==> src/rtl/lstm_pkg.sv <==
// ============================================================================
// lstm_pkg : shared LSTM widths, gate encoding and saturating adder
// Revision : 1.0
// ============================================================================
`default_nettype none

package lstm_pkg;

   localparam int NGATE  = 4;
   localparam int DWIDTH = 16;
   localparam int FBITS  = 8;

   typedef enum logic [1:0] {
      GATE_I = 2'd0,
      GATE_F = 2'd1,
      GATE_O = 2'd2,
      GATE_G = 2'd3
   } gate_e;

   // Signed add clamped to the DWIDTH two's-complement range.
   function automatic logic signed [DWIDTH-1:0] sat_add(
      input logic signed [DWIDTH-1:0] a,
      input logic signed [DWIDTH-1:0] b
   );
      logic signed [DWIDTH:0] s;
      s = {a[DWIDTH-1], a} + {b[DWIDTH-1], b};
      if (s[DWIDTH] != s[DWIDTH-1])
         sat_add = s[DWIDTH] ? {1'b1, {(DWIDTH-1){1'b0}}} : {1'b0, {(DWIDTH-1){1'b1}}};
      else
         sat_add = s[DWIDTH-1:0];
   endfunction

endpackage

`default_nettype wire

==> src/rtl/bias_fifo2.sv <==
// ============================================================================
// bias_fifo2 : two-entry FIFO with occupancy count for prefetched bias words
// Revision   : 1.0
// ============================================================================
`default_nettype none

module bias_fifo2 #(
   parameter int DWIDTH = 16
) (
   input  logic              clk,
   input  logic              rst,
   input  logic              i_wr,
   input  logic [DWIDTH-1:0] i_wdata,
   input  logic              i_rd,
   output logic [DWIDTH-1:0] o_rdata,
   output logic [1:0]        o_count,
   output logic              o_empty
);

   logic [DWIDTH-1:0] r_mem [2];
   logic              r_wptr;
   logic              r_rptr;
   logic [1:0]        r_count;
   logic              w_do_wr;
   logic              w_do_rd;

   assign w_do_wr = i_wr & (r_count != 2'd2);
   assign w_do_rd = i_rd & (r_count != 2'd0);

   always_ff @(posedge clk) begin
      if (rst) begin
         r_mem[0] <= '0;
         r_mem[1] <= '0;
         r_wptr   <= 1'b0;
         r_rptr   <= 1'b0;
         r_count  <= 2'd0;
      end else begin
         if (w_do_wr) begin
            r_mem[r_wptr] <= i_wdata;
            r_wptr        <= ~r_wptr;
         end
         if (w_do_rd)
            r_rptr <= ~r_rptr;
         case ({w_do_wr, w_do_rd})
            2'b10:   r_count <= r_count + 2'd1;
            2'b01:   r_count <= r_count - 2'd1;
            default: r_count <= r_count;
         endcase
      end
   end

   assign o_rdata = r_mem[r_rptr];
   assign o_count = r_count;
   assign o_empty = (r_count == 2'd0);

endmodule

`default_nettype wire

==> src/rtl/bias_ctrl.sv <==
// ============================================================================
// bias_ctrl : LSTM bias-stage sequencer; prefetches bias words and pairs them
//             with accumulator results. Option macro: BIAS_CTRL_FORGET_ONE_EN
// Revision  : 1.0
// ============================================================================
`default_nettype none

module bias_ctrl #(
   parameter int DWIDTH    = lstm_pkg::DWIDTH,
   parameter int FBITS     = lstm_pkg::FBITS,
   parameter int NGATE     = lstm_pkg::NGATE,
   parameter int MAXNEURON = 256,
   parameter int ADDRW     = 10
) (
   input  logic                         clk,
   input  logic                         rst,
   input  logic                         start,
   input  logic [$clog2(MAXNEURON):0]   n_neuron,
   input  logic [ADDRW-1:0]             base,
   output logic                         busy,
   output logic                         done,
   output logic                         mem_re,
   output logic [ADDRW-1:0]             mem_addr,
   input  logic [DWIDTH-1:0]            mem_rdata,
   input  logic                         in_valid,
   output logic                         in_ready,
   output logic                         bias_en,
   output logic [DWIDTH-1:0]            bias_data,
   output logic [1:0]                   gate_idx,
   output logic [$clog2(MAXNEURON)-1:0] neuron_idx,
   output logic                         last
);

   import lstm_pkg::*;

   localparam int IW = $clog2(MAXNEURON);
   localparam int NW = IW + 1;
   localparam int CW = NW + $clog2(NGATE);
   localparam logic [DWIDTH-1:0] c_ONE = DWIDTH'(1) << FBITS;
`ifdef BIAS_CTRL_FORGET_ONE_EN
   localparam logic c_FORGET_ONE = 1'b1;
`else
   localparam logic c_FORGET_ONE = 1'b0;
`endif

   typedef enum logic [1:0] {
      S_IDLE = 2'd0,
      S_RUN  = 2'd1,
      S_DONE = 2'd2
   } state_e;

   state_e            r_state;
   state_e            w_next;
   logic [NW-1:0]     r_nlat;
   logic [ADDRW-1:0]  r_base;
   logic [CW-1:0]     r_issued;
   logic [1:0]        r_iss_gate;
   logic [IW-1:0]     r_iss_nrn;
   logic              r_inflight;
   logic [1:0]        r_rd_gate;
   logic [1:0]        r_gate;
   logic [IW-1:0]     r_nrn;

   logic              w_run;
   logic [CW-1:0]     w_total;
   logic [NW-1:0]     w_nmax;
   logic              w_nrn_wrap;
   logic              w_iss_wrap;
   logic [1:0]        w_count;
   logic              w_empty;
   logic [DWIDTH-1:0] w_head;
   logic [DWIDTH-1:0] w_fix;
   logic [DWIDTH-1:0] w_wdata;
   logic [2:0]        w_occ;

   assign w_run      = (r_state == S_RUN);
   assign w_total    = CW'(r_nlat) * CW'(NGATE);
   assign w_nmax     = r_nlat - NW'(1);
   assign w_nrn_wrap = (r_nrn == w_nmax[IW-1:0]);
   assign w_iss_wrap = (r_iss_nrn == w_nmax[IW-1:0]);

   // Credit: words buffered plus the word returning next edge, less the pop.
   assign w_occ    = {1'b0, w_count} + {2'b00, r_inflight};
   assign mem_re   = w_run && (r_issued < w_total) && (w_occ < (3'd2 + {2'b00, bias_en}));
   assign mem_addr = r_base + ADDRW'(r_issued);

   assign in_ready   = w_run & ~w_empty;
   assign bias_en    = in_valid & in_ready;
   assign bias_data  = w_head;
   assign gate_idx   = r_gate;
   assign neuron_idx = r_nrn;
   assign last       = w_run & (r_gate == 2'(NGATE - 1)) & w_nrn_wrap;
   assign busy       = (r_state == S_RUN) | (r_state == S_DONE);
   assign done       = (r_state == S_DONE);

   assign w_fix   = sat_add(mem_rdata, c_ONE);
   assign w_wdata = (c_FORGET_ONE && (r_rd_gate == GATE_F)) ? w_fix : mem_rdata;

   bias_fifo2 #(
      .DWIDTH (DWIDTH)
   ) u_fifo (
      .clk     (clk),
      .rst     (rst),
      .i_wr    (r_inflight),
      .i_wdata (w_wdata),
      .i_rd    (bias_en),
      .o_rdata (w_head),
      .o_count (w_count),
      .o_empty (w_empty)
   );

   always_comb begin
      w_next = r_state;
      case (r_state)
         S_IDLE:  if (start) w_next = S_RUN;
         S_RUN:   if (bias_en && last) w_next = S_DONE;
         S_DONE:  w_next = S_IDLE;
         default: w_next = S_IDLE;
      endcase
   end

   always_ff @(posedge clk) begin
      if (rst) begin
         r_state    <= S_IDLE;
         r_nlat     <= '0;
         r_base     <= '0;
         r_issued   <= '0;
         r_iss_gate <= '0;
         r_iss_nrn  <= '0;
         r_inflight <= 1'b0;
         r_rd_gate  <= '0;
         r_gate     <= '0;
         r_nrn      <= '0;
      end else begin
         r_state    <= w_next;
         r_inflight <= mem_re;
         if ((r_state == S_IDLE) && start) begin
            r_base     <= base;
            r_nlat     <= (n_neuron == '0) ? NW'(1) : n_neuron;
            r_issued   <= '0;
            r_iss_gate <= '0;
            r_iss_nrn  <= '0;
            r_gate     <= '0;
            r_nrn      <= '0;
         end
         if (mem_re) begin
            r_issued  <= r_issued + CW'(1);
            r_rd_gate <= r_iss_gate;
            if (w_iss_wrap) begin
               r_iss_nrn  <= '0;
               r_iss_gate <= r_iss_gate + 2'd1;
            end else begin
               r_iss_nrn  <= r_iss_nrn + IW'(1);
            end
         end
         if (bias_en) begin
            if (w_nrn_wrap) begin
               r_nrn  <= '0;
               r_gate <= r_gate + 2'd1;
            end else begin
               r_nrn  <= r_nrn + IW'(1);
            end
         end
      end
   end

endmodule

`default_nettype wire
==> config.mk <==
export PLATFORM = sky130hd
export DESIGN_NAME = bias_ctrl
export DESIGN_NICKNAME = d
export VERILOG_FILES = /design/src/rtl/lstm_pkg.sv /design/src/rtl/bias_fifo2.sv /design/src/rtl/bias_ctrl.sv
export SDC_FILE = /design/constraint.sdc
export NUM_CORES = 1
export LEC_CHECK = 0
export CORE_ASPECT_RATIO = 0.6
export CORE_UTILIZATION = 35
export CTS_BUF_LIST = sky130_fd_sc_hd__clkbuf_8 sky130_fd_sc_hd__clkbuf_16
export CTS_CLUSTER_DIAMETER = 100
export DETAILED_ROUTE_END_ITERATION = 7
export GPL_TIMING_DRIVEN = 0
export PLACE_DENSITY_LB_ADDON = 0.3
export SLEW_MARGIN = 20
export SYNTH_ARGS = -nofsm -noshare
export SYNTH_HDL_FRONTEND = slang
export SYNTH_SLANG_ARGS = --single-unit
==> constraint.sdc <==
create_clock -name clk -period 7.6 [get_ports clk]
set_input_delay 1.52 -clock clk [delete_from_list [all_inputs] [get_ports clk]]
set_output_delay 1.52 -clock clk [all_outputs]
set_load 0.1 [all_outputs]
==> summary.md <==
| Metric | Value |
|---|---|
| Syn Std Cell Area | ~0.0045 mm2 |
| HP Class | flip-flop to flip-flop |
| Max-Cap Viols | 0 |
| Drt initial violations | roughly 470 |
| Final ANT Viol Nets | 0 |
| Worst Tran Pin Value | roughly 1 ns |
| Critical path required time | between 6 and 7 ns |
| Fin util | 47.1% |
| Multi-input gate area | roughly 0.0023 mm2 |
| Clock Tree Buf Depth | 2 |
| Max VDD drop | between 100 and 150 uV |
| RR Endpoint | r_issued[7]$_SDFFE_PP0P_ |
| Yosys top cell area share | a little over a fifth |
| Die span in y | 89.5 um |
| Total die area | 0.0132 mm2 |
| Clock tree sinks | 80 |
| RSZ-0062 raised after global routing | false |
| IO Count | between 80 and 90 |
| # nets final | between 600 and 700 |
| Reg-to-reg slack, setup | roughly 4.8 ns |
| Setup TNS | 0 ns |
| Synth Register Bits | 80 |
| Starting density of the core | between 30% and 40% |
| FF-to-FF Start | r_state[1]$_SDFFE_PP0P_ |
| Cell leakage power | around 0.0023 uW |
| Post-Route WL | 12000 um |
| Most frequent cells in the layout | clkdlybuf4s50_1 (80), nand2_1 (63), dfxtp_1 (48) |
| Layout cell share with drive strength beyond 1 | 8.01% |
| Unique cell type count in the Yosys netlist | 55 |
| CORE AREA | between 0.01 and 0.015 mm2 |
| Area delta synth->final | 29.2% |
| Critical path launch point type | primary input |
| Number of synthesis warnings | 0 |
| Fill cells | approximately 1200 |
| Hold path cells | 2 |
| Num CTS Buffers | 9 |
| Final Hold Fails | 0 |
| Final setup vio count | 0 |
| Syn Inst Count | between 400 and 500 |
| Worst EP arrival | roughly 4.6 ns |
| GRT overflow | 0 |
| Mean Syn Cell Area | 9.37 um2 |
| Clock transition at path regs | approximately 0.060 ns |
| Slew HR | between 30% and 40% |
| Fraction of registers with async set/reset | 0% |
| Clock Latency Late Sink | 0.34 ns |
| Net Count, Synth | 545 |
| Die width | 148 um |
| Drc violations | 0 |
| Setup Skew | 0.00588 ns |
| Wirelength per Cell | around 16 um |
| Storage element area | 0.00192 mm2 |
| Wire length on met3 | 901 um |
| GRT Total Usage | approximately a fifth |
| Gp weighted congestion | around 0.85 |
| DR vias/cell | 5.28 |
| Vias in the first global route | between 3000 and 4000 |
| Sequential area share after synthesis | a little over two fifths |
| Max Slew Vio Count | 0 |
| Placed Cells | between 700 and 800 |
| DRT Pass-1 Iters | 5 |
| Largest net degree at the start of global routing | 17 |
| EDFF count, synth | 32 |
| Hold path endpoint | r_nlat[8]$_SDFFE_PP0P_ |
| Max Used Layer | met4 |
| Synth Flop Type | dfxtp_1 |
| Post-CTS Resized | 0 |
| Max Fclk | ~160 MHz |
| TritonCTS clock tree | done |
| Synth area leaders | dfxtp_1 (22%), edfxtp_1 (22%), ha_1 (7.8%) |
| Min-delay src | r_nlat[8]$_SDFFE_PP0P_ |
| Reg2Reg Depth | 10 |
| Root buf cell | clkbuf_16 |
| Min Tclk post-route | approximately 6.1 ns |
| Largest fanout on the critical path | 10 |
| Global-route wire length before repair | 19000 um |
| Status | finished clean |
| CP endpoint kind | primary output |
| Met2 wire len | ~5000 um |
| CP Class | primary input to primary output |
| Fin cells | around 740 |
| Post-DP HPWL | around 9000 um |
| # hold bufs at CTS | 0 |
| Via count | 3899 |
| Initial antenna violation count | 0 |
| Pwr Density | ~250 mW/mm2 |
| Fin crit share | 80.1% |
| Commonest non-fill, non-tap cell in the layout | clkdlybuf4s50_1 |
| DRT met1 WL | 6010 um |
| Yosys top cell by area | dfxtp_1 |
| FP Rows | 31 |
| Antenna Cells | 0 |
| I/O Buffers | 80 |
| Htree depth | 3 |
| Setup bufs post-CTS | 0 |
-- worst max-delay path: stages --
cell             delay (ns)
clkdlybuf4s50_1        0.47
nand2_1                0.20
o21ai_0                0.21
and4_1                 0.20
clkbuf_1               0.36
buf_2                  0.30
and2_1                 0.17
clkdlybuf4s50_1        1.13
-- cells by family after synthesis --
group	share of synthesized area (%)
fa+ha+maj	8.29
xor+xnor	4.31
compound gates	12.2
buf+inv	4.65
simple gates	22.6
flops	43.0
mux	4.96
-- layout make-up --
cell class / count / share of cell area (%)
Inverter: 27 / 1.76
Buffer: 24 / 1.84
Tap cell: 165 / 3.58
Clock inverter: 7 / 0.910
Timing Repair Buffer: 81 / 14.1
Multi-Input combinational cell: 346 / 40.6
Sequential cell: 80 / 33.3
Clock buffer: 9 / 3.90
-- flip-flops by register name, summed over array words and instances (netlist names), named ones only --
register,cells
r_issued,11
u_fifo.r_wptr,1
u_fifo.r_mem,32
r_state,2
r_base,10
u_fifo.r_rptr,1
u_fifo.o_count,2
r_nlat,9
r_inflight,1
gate_idx,2
neuron_idx,8
-- per-stage QoR --
stage	setup slack, ns	total power, uW	area (um2)	hold WS [ns]
2_1_floorplan	2.22	881	4470	0.436
3_3_place_gp	1.55	998	5480	0.451
3_5_place_dp	1.53	1010	5500	0.449
4_1_cts	1.52	1420	5770	0.458
5_1_grt	1.34	1480	5770	0.477
6_report	1.52	1420	5770	0.459
-- synth_stat cells, drive strengths merged, types with 4 or more instances --
cell type	n
inv	27
nand2	63
clkbuf	21
edfxtp	32
a31oi	8
xnor2	12
and3	13
nor4	5
nand3	18
a21oi	29
nor3	8
ha	28
or4	5
and2	37
or2	4
a41oi	8
xor2	10
dfxtp	48
nor2b	4
a211oi	5
nor2	16
o21ai	11
o22ai	5
nand4	6
mux2	17
-- worst max path at each step --
| stage | cells past startpoint | startpoint | end | slack [ns] |
|---|---|---|---|---|
| 2_1_floorplan | 7 | r_issued[1]$_SDFFE_PP0P_ | mem_addr[9] | 2.22 |
| 3_5_place_dp | 8 | in_valid | mem_re | 1.53 |
| 3_3_place_gp | 8 | in_valid | mem_re | 1.55 |
| 5_1_grt | 8 | in_valid | mem_re | 1.34 |
| 4_1_cts | 8 | in_valid | mem_re | 1.52 |
| 6_report | 8 | in_valid | mem_re | 1.52 |
-- power breakdown --
group | switching (uW) | internal (uW) | leakage, uW
clock network | 186 | 225 | 0.000139
registers | 26.8 | 483 | 0.000723
logic | 350 | 147 | 0.00139
total | 562 | 855 | 0.00225
-- routing by layer --
metal,global-route usage (%),vias up
met5,0,-
met4,3.94,0
met3,5.10,12
met2,28.5,146
met1,26.8,1846
li1,-,1895
Note: power is estimated with default switching activity, not from simulation.
